===== src/rtl/pwm_gen.sv =====
// pwm_gen: compares the live counter value against double-buffered compare settings
// and drives a complementary PWM pin pair. Define PWM_DEADTIME_EN to add dead-time insertion.
module pwm_gen #(
    parameter int CW  = 16,
    parameter int DTW = 8
) (
    input  logic           clk,
    input  logic           rst_n,
    input  logic [CW-1:0]  count_val,
    input  logic [CW-1:0]  period,
    input  logic           count_reset,
    input  logic           pwm_en,
    input  logic [1:0]     functions,
    input  logic [CW-1:0]  compare1,
    input  logic [CW-1:0]  compare2,
    input  logic [DTW-1:0] deadtime,
    output logic           pwm_out,
    output logic           pwm_out_n
);

    logic [CW-1:0] prev_cnt;
    logic [CW-1:0] cmp1_s;
    logic [CW-1:0] cmp2_s;
    logic [1:0]    fn_s;
    logic [CW-1:0] eff_cnt;
    logic          wrap;
    logic          reload;
    logic          raw;

    // Edge detect on the counter returning to zero; the count may hold for several clks.
    assign wrap    = (count_val == '0) && (prev_cnt != '0);
    assign reload  = wrap || count_reset || !pwm_en;
    assign eff_cnt = count_reset ? '0 : count_val;

    // NOTE: sequential state uses non-blocking assignments so every register sees pre-edge values.
    always_ff @(posedge clk or negedge rst_n) begin
        if (!rst_n) begin
            prev_cnt <= '0;
            cmp1_s   <= '0;
            cmp2_s   <= '0;
            fn_s     <= '0;
        end else begin
            prev_cnt <= count_val;
            if (reload) begin
                cmp1_s <= compare1;
                cmp2_s <= compare2;
                fn_s   <= functions;
            end
        end
    end

    always_comb begin
        // NOTE: default assignment first so no path leaves raw unassigned (no latch).
        raw = 1'b0;
        if (fn_s[1]) begin
            raw = (eff_cnt >= cmp1_s) && (eff_cnt < cmp2_s);
        end else if (fn_s[0]) begin
            raw = (eff_cnt >= cmp1_s);
        end else begin
            raw = (eff_cnt < cmp1_s);
        end
    end

`ifdef PWM_DEADTIME_EN
    logic [DTW-1:0] dt_cnt;
    logic           lvl;
    logic           unused_cfg;

    assign unused_cfg = ^period;

    // lvl is the target level; dt_cnt counts the remaining gap clks after the first.
    always_ff @(posedge clk or negedge rst_n) begin
        if (!rst_n) begin
            dt_cnt    <= '0;
            lvl       <= 1'b0;
            pwm_out   <= 1'b0;
            pwm_out_n <= 1'b0;
        end else if (!pwm_en) begin
            dt_cnt    <= '0;
            lvl       <= 1'b0;
            pwm_out   <= 1'b0;
            pwm_out_n <= 1'b0;
        end else if (raw != lvl) begin
            lvl <= raw;
            if (deadtime != '0) begin
                dt_cnt    <= deadtime - 1'b1;
                pwm_out   <= 1'b0;
                pwm_out_n <= 1'b0;
            end else begin
                dt_cnt    <= '0;
                pwm_out   <= raw;
                pwm_out_n <= ~raw;
            end
        end else if (dt_cnt != '0) begin
            dt_cnt    <= dt_cnt - 1'b1;
            pwm_out   <= 1'b0;
            pwm_out_n <= 1'b0;
        end else begin
            pwm_out   <= lvl;
            pwm_out_n <= ~lvl;
        end
    end
`else
    logic unused_cfg;

    assign unused_cfg = ^{period, deadtime};

    always_ff @(posedge clk or negedge rst_n) begin
        if (!rst_n) begin
            pwm_out   <= 1'b0;
            pwm_out_n <= 1'b0;
        end else begin
            pwm_out   <= pwm_en && raw;
            pwm_out_n <= pwm_en && !raw;
        end
    end
`endif

endmodule


===== config.mk =====
export PLATFORM = sky130hd
export DESIGN_NAME = pwm_gen
export DESIGN_NICKNAME = d
export VERILOG_FILES = /design/src/rtl/pwm_gen.sv
export SDC_FILE = /design/constraint.sdc
export NUM_CORES = 1
export LEC_CHECK = 0
export CAP_MARGIN = 5
export CORE_MARGIN = 4
export CORE_UTILIZATION = 30
export DETAILED_ROUTE_END_ITERATION = 8
export PLACE_DENSITY = 0.55
export SKIP_CTS_REPAIR_TIMING = 1
export SYNTH_ARGS = -nofsm -noshare
export SYNTH_HDL_FRONTEND = slang
export SYNTH_SLANG_ARGS = --single-unit

===== constraint.sdc =====
create_clock -name clk -period 2.85 [get_ports clk]
set_input_delay 0.57 -clock clk [delete_from_list [all_inputs] [get_ports clk]]
set_output_delay 0.57 -clock clk [all_outputs]
set_load 0.02 [all_outputs]

==> results by group <==
Detailed routing
  • Router iterations before antenna repair: 4
  • DRC viols: 0
  • Routed WL per cell: 13.58 µm
  • Iter 0 DRT Violations: 59
  • Vias: 2076
  • Routed Antenna Nets: 0
  • Vias per inst: 4.503
  • Routed WL: 6260 µm

Floorplanning
  • Initial Utilization: 31.07%
  • Die Ht: 103.3 µm
  • Die area: 10660 µm²
  • Chip width: 103.3 µm
  • Cell Rows: 34
  • I/O Pins: 80
  • Core Box Area: 8763 µm²

Global route
  • Initial antenna violation count: 0
  • Layer with the highest usage: met2
  • Grt met2 use: 20.18%
  • First-pass GRT wire length: 10550 µm
  • Vias in the first global route: 2253
  • Total GRT Usage: 12.72%
  • Total gr overflow: 0
  • Routing usage on met1: 18.01%
  • Grt met3 use: 2.482%
  • Largest net degree at the start of global routing: 53

Synth
  • Net Count, Synth: 377
  • Multiplexer share of the synthesized area: 2.436%
  • EDFF count, synth: 0
  • Register area share after synthesis: 47.79%
  • Yosys warns: 0
  • Main combinational cell family by area after synthesis: simple AND/OR/NAND/NOR gates
  • Syn_area_per_cell: 10.08 µm²
  • Post-Synth Adder-Cell Area: 13.33%
  • Post-Synthesis Cells: 270
  • Ys async rst share: 100.0%
  • #FFs+latches synth: 52
  • Post-Synth XOR/XNOR Area: 0%
  • Dominant synthesized flop cell: dfrtp_1
  • Area of the mapped netlist: 2723 µm²
  • Compound-gate portion of the synthesized area: 12.45%
  • Distinct cells, synth: 42
  • Synth Area in Simple Gates: 18.34%

Clock tree
  • Number of H-tree levels: 2
  • Clock Pin Slew Worst Setup and Hold Paths: 90 ps
  • Maximum clock insertion buffer count: 2
  • Clock Sinks: 52
  • CTS tree: yes
  • Latest clock arrival within the worst-skew pair: 310 ps
  • TritonCTS Buffers: 5
  • Clock root cell: clkbuf_8

Timing
  • Fin Clk Skew: 9.374 ps
  • Pins Over Slew Limit: 0
  • Fin Hold WS: 350.1 ps
  • Final setup fails: 0
  • Post-route minimum period: 2684 ps
  • Relative slew slack: 56.89%
  • Fin. Hold Viols: 0
  • RSZ-0062 raised after global routing: no
  • Fmax: 372.6 MHz
  • Setup TNS: 0 ps
  • Final worst path period share: 94.16%
  • Worst-Margin Slew: 646.7 ps

Critical path
  • Kind of critical path: in2reg
  • R2R Setup Slk: 830 ps
  • Reg2reg start: cmp2_s[3]
  • R2r worst-path depth: 9
  • Crit. End Element: flip-flop
  • RR Endpoint: pwm_out
  • WP data arrival: 2880 ps
  • Req. time, crit path: 3040 ps
  • Crit-path max FO: 13
  • Critical path startpoint category: input pin

Power
  • Pwr/cell area: 466.0 nW/µm²
  • Leakage power: 1.766 nW
  • Peak VDD IR: 0.1938 mV
  • Tot Pwr: 1.729 mW

Place
  • RD Place Congestion: 0.7793
  • Detail Placement HPWL: 4983 µm
  • Port Buffers: 55
  • Cell Area, Placed: 3568 µm²

Layout
  • Final Util: 42.35%
  • Multi-input gate area: 1284 µm²
  • Register area: 1301 µm²
  • Layout area overhead: 36.31%
  • ANT cells: 0
  • Layout cell share with drive strength beyond 1: 15.30%
  • Final instance area: 3711 µm²
  • Final Net Count: 459
  • Fillers: 881

Run status
  • Status: complete, no violations

Run
  • Max_cap viols: 0

Min path
  • Hold crit path type: in2async
metal layers:
layer,part of all wire (%),vias up
met5,0,-
met4,0.88,0
met3,4.3,5
met2,45,40
met1,49,943
li1,-,1088
worst max path at each step:
stage / from / endpoint / slack (ps) / cells after the start
3_5_place_dp: count_reset / pwm_out / -180 / 11
6_report: count_reset / pwm_out / 170 / 10
3_3_place_gp: count_reset / pwm_out / -180 / 11
5_1_grt: count_reset / pwm_out / 9 / 10
2_1_floorplan: count_reset / pwm_out / 440 / 9
4_1_cts: count_reset / pwm_out / 140 / 11
cell type report:
cell class	count	area share (%)
clock inverter	1	0.8092
tap	108	3.641
multi-input combinational	180	34.59
timing repair buffer	82	20.16
sequential	52	35.06
inverter	31	3.136
clock buffer	7	2.596
cells by family (layout without fill, tap and decap cells):
kind of cell / Yosys count / count (layout)
buf+inv: 38 / 121
fa+ha+maj: 29 / 29
flops: 52 / 52
simple gates: 87 / 87
mux: 6 / 6
compound gates: 58 / 58
flip-flops by register name, summed over array words and instances (netlist names):
register and cells:
prev_cnt 16, cmp1_s 16, pwm_out 1, fn_s 2, pwm_out_n 1, cmp2_s 16
power breakdown:
part	total, mW	switching (mW)	internal, mW
clock network	0.554	0.244	0.310
logic	0.364	0.174	0.190
registers	0.811	0.0189	0.792
total	1.73	0.437	1.29
Yosys cell counts (2+ instances only):
| library cell | n | area share [%] |
|---|---|---|
| a21oi_1 | 10 | 1.8 |
| and2b_2 | 4 | 1.3 |
| buf_2 | 2 | 0.37 |
| clkbuf_1 | 3 | 0.41 |
| dfrtp_1 | 52 | 48 |
| ha_1 | 29 | 13 |
| inv_1 | 31 | 4.3 |
| mux2_2 | 5 | 2.1 |
| nand2_1 | 39 | 5.4 |
| nand3_1 | 2 | 0.37 |
| nand3b_1 | 2 | 0.55 |
| nand4_1 | 4 | 0.92 |
| nor2_1 | 3 | 0.41 |
| nor2b_1 | 14 | 3.2 |
| nor3_1 | 2 | 0.37 |
| nor4_1 | 8 | 1.8 |
| o21ai_0 | 34 | 6.2 |
| o21ai_1 | 2 | 0.37 |
layout by cell type (no fill, tap or decap), drive strengths merged, types with 3 or more instances in the layout:
cell type,netlist,routed
clkdlybuf4s50,0,54
dfrtp,52,52
nand2,39,39
o21ai,36,36
inv,31,31
ha,29,29
buf,3,28
nor2b,15,15
a21oi,10,10
nor4,8,8
clkbuf,4,7
mux2,5,5
and2b,4,4
nand4,4,4
nor2,3,3
nand3b,3,3
worst max-delay path: stages:
cell and delay [ps]:
clkdlybuf4s50_1 470, buf_4 180, and2b_2 240, ha_1 290, a21oi_1 140, o21ai_0 110, a221o_1 430, nand2_1 90
nand2_1 80, o31a_1 280
per-stage QoR:
step	setup slack, ps	cells
after detailed placement	-175.0	453
after global routing	9.405	461
after CTS	140.9	461
final	166.4	461
after floorplan	437.8	270
after global placement	-183.0	453
(Power assumes the default switching activity.)
==> variant, RTL diff (same flow settings) <==
Build with the macro `PWM_DEADTIME_EN` defined.
--- a/src/rtl/pwm_gen.sv
+++ b/src/rtl/pwm_gen.sv
@@ -1,5 +1,7 @@
 // pwm_gen: compares the live counter value against double-buffered compare settings
 // and drives a complementary PWM pin pair. Define PWM_DEADTIME_EN to add dead-time insertion.
+`define PWM_DEADTIME_EN
+
 module pwm_gen #(
     parameter int CW  = 16,
     parameter int DTW = 8
Behaviour: not the same (a bounded check fails within 4 cycles, from zero or initial values and one cycle with rst_n low).
==> variant against the original RTL <==
Highest routed layer unchanged. Final area grew 36%. Critical endpoint is now dt_cnt[5]. Synthesized area grew 25%. Wire length grew 40%. Cell count grew 30%. Clock skew shrank 4.7 ps. Setup slack lost 200 ps. Sequential cell count grew 9. The run now ends with negative setup slack left. Total power grew 64%. Largest power group unchanged.
==> variant: results (changes against the original RTL) <==
<table>
<tr><th>Metric</th><th>Value</th></tr>
<tr><th colspan="2">Detailed routing</th></tr>
<tr><td>Vias post-DR</td><td>2793 (was 2076)</td></tr>
<tr><td>Post-detailed-route via-to-cell ratio</td><td>4.66 (was 4.50)</td></tr>
<tr><td>Violation count after the first detailed-route iteration</td><td>112 (was 59)</td></tr>
<tr><th colspan="2">Global route</th></tr>
<tr><td>Number of global-route vias before repair</td><td>2926 (was 2253)</td></tr>
<tr><td>Maximum number of pins on one net before global-route repair</td><td>27 (was 53)</td></tr>
<tr><th colspan="2">Clock tree</th></tr>
<tr><td>H-Tree Depth</td><td>3 (was 2)</td></tr>
<tr><td>CTS buffer count</td><td>9 (was 5)</td></tr>
<tr><th colspan="2">Power</th></tr>
<tr><td>Leak pwr</td><td>2.44 nW (was 1.77 nW)</td></tr>
<tr><th colspan="2">Critical path</th></tr>
<tr><td>Slowest CP cell</td><td>a221o_2 (was clkdlybuf4s50_1)</td></tr>
<tr><td>R2R Path Start</td><td>cmp1_s[3] (was cmp2_s[3])</td></tr>
<tr><td>Register-to-Register Setup Slack</td><td>230 ps (was 830 ps)</td></tr>
<tr><th colspan="2">Synth</th></tr>
<tr><td>Post-Synthesis Cells</td><td>352 (was 270)</td></tr>
<tr><td>Leading post-synthesis cells by instance count</td><td>61 x dfrtp_1, 53 x nand2_1, 39 x inv_1 (was 52 x dfrtp_1, 39 x nand2_1, 34 x o21ai_0)</td></tr>
<tr><td>Cell variety after synth</td><td>49 (was 42)</td></tr>
<tr><th colspan="2">Cells and area</th></tr>
<tr><td>Multi-input combinational cell area</td><td>1910 µm² (was 1280 µm²)</td></tr>
<tr><td>Layout cell share with drive strength beyond 1</td><td>0.226 (was 0.153)</td></tr>
<tr><td>Filler cells</td><td>1020 (was 881)</td></tr>
<tr><th colspan="2">Timing</th></tr>
<tr><td>Fin Hold WS</td><td>143 ps (was 350 ps)</td></tr>
<tr><td>Setup TNS Final</td><td>-201 ps (was 0 ps)</td></tr>
<tr><td>Number of endpoints failing setup at the final stage</td><td>8 (was 0)</td></tr>
<tr><td>Worst setup margin</td><td>-32.5 ps (was 166 ps)</td></tr>
<tr><th colspan="2">Status</th></tr>
<tr><td>Result of the run</td><td>finished, violations left (was finished clean)</td></tr>
<tr><td>Violated checks</td><td>negative setup slack</td></tr>
<tr><th colspan="2">Placement</th></tr>
<tr><td>Cell Count Post-Placement</td><td>579 (was 453)</td></tr>
<tr><td>Half-perimeter wire length after detailed placement</td><td>6.73 mm (was 4.98 mm)</td></tr>
<tr><td>Placed Area</td><td>4460 µm² (was 3570 µm²)</td></tr>
<tr><td>GP Congestion</td><td>0.811 (was 0.779)</td></tr>
</table>
==> variant: worst min-delay path by stage <==
stage / end / depth (start not counted)
after floorplan: cmp1_s[0] / 0
after global placement: cmp2_s[6] / 1
after detailed placement: cmp1_s[3] / 1
after CTS: cmp1_s[3] / 1
after global routing: cmp1_s[4] / 1
final: cmp1_s[3] / 1
==> variant: logic make-up (layout without fill, tap and decap cells) <==
kind of cell | count (synthesis) | count (layout) | share of synthesized area
mux | 13 | 13 | 0.0396
flops | 61 | 61 | 0.447
buf+inv | 49 | 157 | 0.0539
xor+xnor | 14 | 14 | 0.0414
compound gates | 63 | 63 | 0.112
simple gates | 120 | 120 | 0.188
fa+ha+maj | 32 | 32 | 0.117
==> variant: cell type report <==
class | instances | area share
timing repair buffer | 102 | 0.201
clock inverter | 4 | 0.00445
tap | 140 | 0.0346
sequential | 61 | 0.302
clock buffer | 12 | 0.0507
multi-input combinational | 242 | 0.378
inverter | 39 | 0.0289
==> variant: worst reg2reg max path, stage by stage (launching register included) <==
cell,delay [ps]
dfrtp_1,360
inv_1,100
ha_4,210
nor4bb_4,150
o21a_1,220
o31ai_4,250
o211ai_2,130
a21boi_2,170
a221o_2,450
xor2_4,170
buf_12,150
mux2i_1,180
==> variant: where the power goes <==
part / internal [mW] / switching, mW / leakage (nW)
registers: 0.973 / 0.0711 / 0.737
clock network: 0.630 / 0.369 / 0.138
logic: 0.413 / 0.387 / 1.57
total: 2.02 / 0.828 / 2.44
==> variant: layer usage <==
metal,wire (µm),global-route usage
met2,4210,0.221
met5,0,0
met1,4080,0.179
met4,98,0.0404
met3,388,0.0391
